===== config.mk =====
export PLATFORM = sky130hd
export DESIGN_NAME = cordic_param_pipe
export DESIGN_NICKNAME = d
export VERILOG_FILES = /design/src/rtl/cordic_pkg.sv /design/src/rtl/cordic_stage.sv /design/src/rtl/cordic_param_pipe.sv
export SDC_FILE = /design/constraint.sdc
export NUM_CORES = 1
export LEC_CHECK = 0
export CAP_MARGIN = 15
export CORE_MARGIN = 2
export CORE_UTILIZATION = 50
export CTS_CLUSTER_SIZE = 14
export DETAILED_ROUTE_END_ITERATION = 16
export PLACE_DENSITY = 0.81
export SETUP_SLACK_MARGIN = 0.15
export SYNTH_ARGS = -nofsm -noshare
export SYNTH_HDL_FRONTEND = slang
export SYNTH_SLANG_ARGS = --single-unit

===== constraint.sdc =====
create_clock -name clk -period 8.6 [get_ports clk]
set_input_delay 1.29 -clock clk [delete_from_list [all_inputs] [get_ports clk]]
set_output_delay 1.29 -clock clk [all_outputs]
set_load 0.02 [all_outputs]

===== src/rtl/cordic_pkg.sv =====
// Shared CORDIC constants (Q3.29 master copies, rounded per instance) and stage tag bundle.
package cordic_pkg;

  localparam int TAB_FRAC = 29;

  localparam logic signed [31:0] ATAN_TAB [16] = '{
    32'sd421657428, 32'sd248918915, 32'sd131521918, 32'sd66762579,
    32'sd33510843,  32'sd16771758,  32'sd8387925,   32'sd4194219,
    32'sd2097141,   32'sd1048575,   32'sd524288,    32'sd262144,
    32'sd131072,    32'sd65536,     32'sd32768,     32'sd16384
  };

  localparam logic signed [31:0] CORDIC_K   = 32'sd326016437;
  localparam logic signed [31:0] PI_Q3      = 32'sd1686629713;
  localparam logic signed [31:0] HALF_PI_Q3 = 32'sd843314857;

  // Control bits that ride alongside each sample; x/y/z widths depend on the
  // instance parameters, so they travel as separate packed arrays.
  typedef struct packed {
    logic valid;
    logic mode;
    logic flip;
  } stage_tag_t;

  // Round a Q3.29 constant to frac_bits fractional bits (half-up).
  function automatic logic signed [31:0] q_round(input logic signed [31:0] v, input int frac_bits);
    if (frac_bits >= TAB_FRAC) return v <<< (frac_bits - TAB_FRAC);
    return (v + (32'sd1 <<< (TAB_FRAC - frac_bits - 1))) >>> (TAB_FRAC - frac_bits);
  endfunction

endpackage


===== src/rtl/cordic_stage.sv =====
// One registered CORDIC micro-rotation. Vectoring direction select only with CORDIC_VECTORING_EN.
module cordic_stage
  import cordic_pkg::*;
#(
  parameter int                    XW    = 13,
  parameter int                    IW    = 11,
  parameter int                    SHIFT = 0,
  parameter logic signed [IW-1:0]  ATAN  = '0
) (
  input  logic                 clk,
  input  logic                 rst,
  input  stage_tag_t           in_tag,
  input  logic signed [XW-1:0] in_x,
  input  logic signed [XW-1:0] in_y,
  input  logic signed [IW-1:0] in_z,
  output stage_tag_t           out_tag,
  output logic signed [XW-1:0] out_x,
  output logic signed [XW-1:0] out_y,
  output logic signed [IW-1:0] out_z
);

  // neg = 1 selects d = -1 (rotate clockwise, add the angle back to z)
  logic neg;

  always_comb begin
`ifdef CORDIC_VECTORING_EN
    neg = in_tag.mode ? !in_y[XW-1] : in_z[IW-1];
`else
    neg = in_z[IW-1];
`endif
  end

  always_ff @(posedge clk or posedge rst) begin
    if (rst) begin
      out_tag <= '0;
      out_x   <= '0;
      out_y   <= '0;
      out_z   <= '0;
    end else begin
      out_tag <= in_tag;
      if (in_tag.valid) begin
        if (neg) begin
          out_x <= in_x + (in_y >>> SHIFT);
          out_y <= in_y - (in_x >>> SHIFT);
          out_z <= in_z + ATAN;
        end else begin
          out_x <= in_x - (in_y >>> SHIFT);
          out_y <= in_y + (in_x >>> SHIFT);
          out_z <= in_z - ATAN;
        end
      end
    end
  end

endmodule


===== src/rtl/cordic_param_pipe.sv =====
// Fully pipelined CORDIC, latency STAGES+2. Define CORDIC_VECTORING_EN for per-sample vectoring mode.
module cordic_param_pipe
  import cordic_pkg::*;
#(
  parameter int W      = 8,
  parameter int STAGES = W,
  parameter int GUARD  = 3
) (
  input  logic         clk,
  input  logic         rst,
  input  logic         in_valid,
  input  logic         in_mode,
  input  logic [W-1:0] in_angle,
  input  logic [W-1:0] in_x,
  input  logic [W-1:0] in_y,
  output logic         out_valid,
  output logic [W-1:0] out_x,
  output logic [W-1:0] out_y,
  output logic [W-1:0] out_angle
);

  localparam int IW = W + GUARD;
  // x/y carry two extra integer bits (Q3.(IW-1)) so the vectoring gain never wraps
  localparam int XW = IW + 2;
  localparam int XF = IW - 1;
  localparam int ZF = IW - 3;

  localparam logic signed [IW-1:0] PI_Z      = IW'(q_round(PI_Q3, ZF));
  localparam logic signed [IW-1:0] HALF_PI_Z = IW'(q_round(HALF_PI_Q3, ZF));
  localparam logic signed [XW-1:0] K_X       = XW'(q_round(CORDIC_K, XF));
  localparam logic signed [XW:0]   SAT_MAX   = (XW+1)'(2**(W-1) - 1);

  function automatic logic [W-1:0] rnd_sat(input logic signed [XW-1:0] v, input int sh);
    logic signed [XW:0] t;
    t = ($signed({v[XW-1], v}) + $signed((XW+1)'(1) << (sh - 1))) >>> sh;
    if (t > SAT_MAX)  return SAT_MAX[W-1:0];
    if (t < -SAT_MAX) return W'(-SAT_MAX);
    return t[W-1:0];
  endfunction

  stage_tag_t [STAGES:0]          tag_pipe;
  logic       [STAGES:0][XW-1:0]  x_pipe;
  logic       [STAGES:0][XW-1:0]  y_pipe;
  logic       [STAGES:0][IW-1:0]  z_pipe;

  logic signed [IW-1:0] ang_q;
  logic signed [XW-1:0] x0, y0;
  logic signed [IW-1:0] z0;
  logic                 flip0, mode0;

  stage_tag_t           s0_tag;
  logic signed [XW-1:0] s0_x, s0_y;
  logic signed [IW-1:0] s0_z;

  assign ang_q = $signed({in_angle, {GUARD{1'b0}}});

`ifdef CORDIC_VECTORING_EN
  logic signed [XW-1:0] xv, yv;
  assign xv = $signed({{(XW-IW){in_x[W-1]}}, in_x, {GUARD{1'b0}}});
  assign yv = $signed({{(XW-IW){in_y[W-1]}}, in_y, {GUARD{1'b0}}});
`else
  logic unused_in;
  assign unused_in = ^{in_mode, in_x, in_y};
`endif

  // Fold the angle into [-pi/2, pi/2]; the half-turn is undone by negating at the output.
  always_comb begin
    mode0 = 1'b0;
    flip0 = 1'b0;
    x0    = K_X;
    y0    = '0;
    z0    = ang_q;
    if (ang_q > HALF_PI_Z) begin
      z0    = ang_q - PI_Z;
      flip0 = 1'b1;
    end else if (ang_q < -HALF_PI_Z) begin
      z0    = ang_q + PI_Z;
      flip0 = 1'b1;
    end
`ifdef CORDIC_VECTORING_EN
    if (in_mode) begin
      mode0 = 1'b1;
      flip0 = 1'b0;
      x0    = xv;
      y0    = yv;
      z0    = '0;
      if (xv < 0) begin
        x0 = -xv;
        y0 = -yv;
        z0 = (yv < 0) ? -PI_Z : PI_Z;
      end
    end
`endif
  end

  always_ff @(posedge clk or posedge rst) begin
    if (rst) begin
      s0_tag <= '0;
      s0_x   <= '0;
      s0_y   <= '0;
      s0_z   <= '0;
    end else begin
      s0_tag <= '{valid: in_valid, mode: mode0, flip: flip0};
      if (in_valid) begin
        s0_x <= x0;
        s0_y <= y0;
        s0_z <= z0;
      end
    end
  end

  assign tag_pipe[0] = s0_tag;
  assign x_pipe[0]   = s0_x;
  assign y_pipe[0]   = s0_y;
  assign z_pipe[0]   = s0_z;

  for (genvar i = 0; i < STAGES; i++) begin : g_stage
    localparam logic signed [IW-1:0] ATAN_I = IW'(q_round(ATAN_TAB[i], ZF));
    cordic_stage #(.XW(XW), .IW(IW), .SHIFT(i), .ATAN(ATAN_I)) u_stage (
      .clk     (clk),
      .rst     (rst),
      .in_tag  (tag_pipe[i]),
      .in_x    (x_pipe[i]),
      .in_y    (y_pipe[i]),
      .in_z    (z_pipe[i]),
      .out_tag (tag_pipe[i+1]),
      .out_x   (x_pipe[i+1]),
      .out_y   (y_pipe[i+1]),
      .out_z   (z_pipe[i+1])
    );
  end

  stage_tag_t           tag_l;
  logic signed [XW-1:0] x_l, y_l, x_f, y_f;

  assign tag_l = tag_pipe[STAGES];
  assign x_l   = $signed(x_pipe[STAGES]);
  assign y_l   = $signed(y_pipe[STAGES]);
  assign x_f   = tag_l.flip ? -x_l : x_l;
  assign y_f   = tag_l.flip ? -y_l : y_l;

`ifdef CORDIC_VECTORING_EN
  logic signed [XW-1:0] z_ext;
  assign z_ext = $signed({{(XW-IW){z_pipe[STAGES][IW-1]}}, z_pipe[STAGES]});

  always_ff @(posedge clk or posedge rst) begin
    if (rst) begin
      out_valid <= 1'b0;
      out_x     <= '0;
      out_y     <= '0;
      out_angle <= '0;
    end else begin
      out_valid <= tag_l.valid;
      if (tag_l.valid) begin
        // magnitude leaves in Q3, so it drops two more bits than a Q1 result
        out_x     <= rnd_sat(x_f, tag_l.mode ? GUARD + 2 : GUARD);
        out_y     <= rnd_sat(y_f, GUARD);
        out_angle <= tag_l.mode ? rnd_sat(z_ext, GUARD) : '0;
      end
    end
  end
`else
  logic unused_tail;
  assign unused_tail = ^{tag_l.mode, z_pipe[STAGES]};
  assign out_angle   = '0;

  always_ff @(posedge clk or posedge rst) begin
    if (rst) begin
      out_valid <= 1'b0;
      out_x     <= '0;
      out_y     <= '0;
    end else begin
      out_valid <= tag_l.valid;
      if (tag_l.valid) begin
        out_x <= rnd_sat(x_f, GUARD);
        out_y <= rnd_sat(y_f, GUARD);
      end
    end
  end
`endif

endmodule

==> results.md <==
- CTS tree: done
- Final hold slack: 0.3367 ns
- Syn_area_per_cell: 9.224 um2
- Final setup TNS: 0 ns
- Worst skew pair latency: 0.54 ns
- CP cell instances: mux2_2 -> fa_1 -> a21oi_1 -> o21ai_0 -> a2111oi_0 -> o311ai_0 -> a21o_1 -> a21oi_1 -> xnor2_1 -> mux2_2
- Distinct cells, synth: 81
- Initial DRC Count: 1214
- Vias in the first global route: 18180
- Post-layout nets: 2727
- FF+latch count, synth: 288
- Final critical-path setup slack: 4.552 ns
- Final WL: 50200 um
- Worst-path maximum fanout: 22
- Final Hold Fails: 0
- CTS Buffer Depth: 3
- Total number of vias: 18140
- Predominant post-synthesis flop cell: dfrtp_1
- DRC: 0
- Setup Buffers After CTS: 0
- Run status: complete, no violations
- Die ar.: 47520 um2
- Total track usage: 0.2122
- Register area share after synthesis: 0.3148
- Post-synth EDFFs: 0
- Final Max Tran Viols: 0
- Layout area overhead: 7.886%
- Fmax: 247.0 MHz
- Yosys top cell area share: 0.3148
- Chip Height: 218.0 um
- Pre-CTS setup slack: 4.603 ns
- Largest net degree at the start of global routing: 148
- Routed WL per cell: 16.34 um
- CP endpoint kind: flop
- Hold WC Path Type: reg -> reg
- H-tree depth: 2
- Filler Cells Inserted: 3920
- Clock transition at path regs: 0.06 ns
- Setup violations, final: 0
- Number of diodes: 0
- RSZ-0062 raised after global routing: false
- Starting Density: 0.5056
- Synth async-reset ratio: 1.000
- IO Port Bufs: 27
- Synth Warn #: 0
- Largest cells by area after synthesis: dfrtp_1 (31%), ha_1 (13%), xnor2_1 (8.0%), mux2_2 (7.7%), a21oi_1 (5.0%)
- Largest area contributor in the netlist: dfrtp_1
- Worst Path Required: 9.02 ns
- Worst Path Arrival: 4.47 ns
- DP HPWL: 37660 um
- PostCTS Resize Cnt: 0
- First-pass GRT wire length: 85420 um
- Root Buffer Master: clkbuf_16
- Tmin final: 4.048 ns
- Setup slack, reg-to-reg: 4.55 ns
- Slew at the pin closest to its max-slew limit: 0.9349 ns
- Max_cap viols: 0
- Most common cell after layout, fill and taps aside: dfrtp_1
- Startpoint class of the critical path: flop
- Remaining antenna violation count after routing: 0
- Period utilization: 0.4708
- Top Ports: 53
- GPL Wtd Cong: 0.9129
- Hold-fix buffers, CTS: 0
- Clock buffer count from CTS: 35
- Critical path type: reg -> reg
- Crit-path max cell delay: 0.83 ns
- Syn Inst Count: 2482
- Initial antenna violation count: 0
- CTS sink count: 288
- Chip Width: 218.0 um
- Slew margin rel.: 0.3606
- Core area: 45280 um2
- Total global routing overflow: 0
- Mapped Area: 22890 um2
- Vias per inst: 5.905
- Share of cells above drive strength 1: 0.1056
- Critical Path Slowest Stage Cell: dfrtp_1
- Clock Skew: 0.02477 ns
- Row count: 78
- Most frequent cells in the layout: dfrtp_1 (288), ha_1 (229), a21oi_1 (227)
- TritonRoute pass-1 iters: 5
[through the flow]
stage,area [um2],cells,utilization
CTS,24700,3072,0.5455
detailed placement,23580,3015,0.5208
global route,24700,3072,0.5455
finish,24700,3072,0.5455
floorplan,22920,2489,-
global placement,23580,3015,0.5208
[registers in the layout, indices dropped and copies added (netlist names)]
signal / cells
s0_x: 1
g_stage.u_stage.out_y: 94
s0_tag: 2
s0_z: 9
g_stage.u_stage.out_x: 90
g_stage.u_stage.out_z: 59
out_y: 8
g_stage.u_stage.out_tag: 16
out_x: 8
out_valid: 1
[cell families (layout without fill, tap and decap cells)]
logic type | Yosys count | after routing | share of synthesized area
AOI/OAI and AO/OA | 638 | 638 | 0.1794
xor gates and xnor gates | 282 | 282 | 0.1089
adders and majority gates | 247 | 247 | 0.1409
buffers and inverters | 255 | 238 | 0.04367
DFF | 288 | 288 | 0.3148
muxes | 186 | 186 | 0.08990
other | 1 | 8 | 0.0001638
and+or+nand+nor | 585 | 585 | 0.1223
[synthesized netlist by cell type (28+ instances only)]
cell type  count
mux2_2       157
dfrtp_1      288
clkbuf_1      88
inv_1        142
a21o_1        59
a21oi_1      227
xnor2_1      209
nand2_1       91
nor2b_1       28
xor2_1        71
nor3_1        92
o21ai_0      121
nand3_1       38
ha_1         229
nor2_1       211
mux2i_1       29
a31oi_1       33
[per-layer routing]
layer,part of all wire,global-route usage,wire [um],up-vias
met3,0.036,0.02706,1801,132
li1,-,-,-,8825
met5,0,0,0,-
met1,0.42,0.2464,20920,8728
met2,0.51,0.3907,25640,456
met4,0.036,0.08980,1832,0
[cell type report]
cell class / instances / area, um2 / area share
clock buffers: 45 / 943.4 / 0.03819
clock inverters: 12 / 175.2 / 0.007092
multi-input cells: 1946 / 14710 / 0.5957
inverters: 142 / 536.8 / 0.02173
flip-flops and latches: 288 / 7207 / 0.2918
repair buffers: 39 / 372.9 / 0.01510
well taps: 600 / 750.7 / 0.03039
[worst paths after layout]
path,from,end,cells after the start
max,g_stage[4].u_stage.out_z[10]$_DFFE_PP0P_,g_stage[5].u_stage.out_x[12]$_DFFE_PP0P_,10
min,g_stage[1].u_stage.out_tag[0]$_DFF_PP0_,g_stage[2].u_stage.out_tag[0]$_DFF_PP0_,0
max reg2reg,g_stage[4].u_stage.out_z[10]$_DFFE_PP0P_,g_stage[5].u_stage.out_x[12]$_DFFE_PP0P_,10
min reg2reg,g_stage[1].u_stage.out_tag[0]$_DFF_PP0_,g_stage[2].u_stage.out_tag[0]$_DFF_PP0_,0
max in group asynchronous,rst,g_stage[2].u_stage.out_x[0]$_DFFE_PP0P_,4
min in group asynchronous,rst,out_y[1]$_DFFE_PP0P_,3
[critical path, delay by kind of cell (launching register included)]
family | cells | cell delay [ns]
AOI/OAI and AO/OA | 6 | 1.87
muxes | 2 | 0.70
DFF | 1 | 0.83
xor gates and xnor gates | 1 | 0.10
adders and majority gates | 1 | 0.43
Power is not shown: default switching activity piles up to over one toggle a cycle in this logic, so the estimate is an artifact.
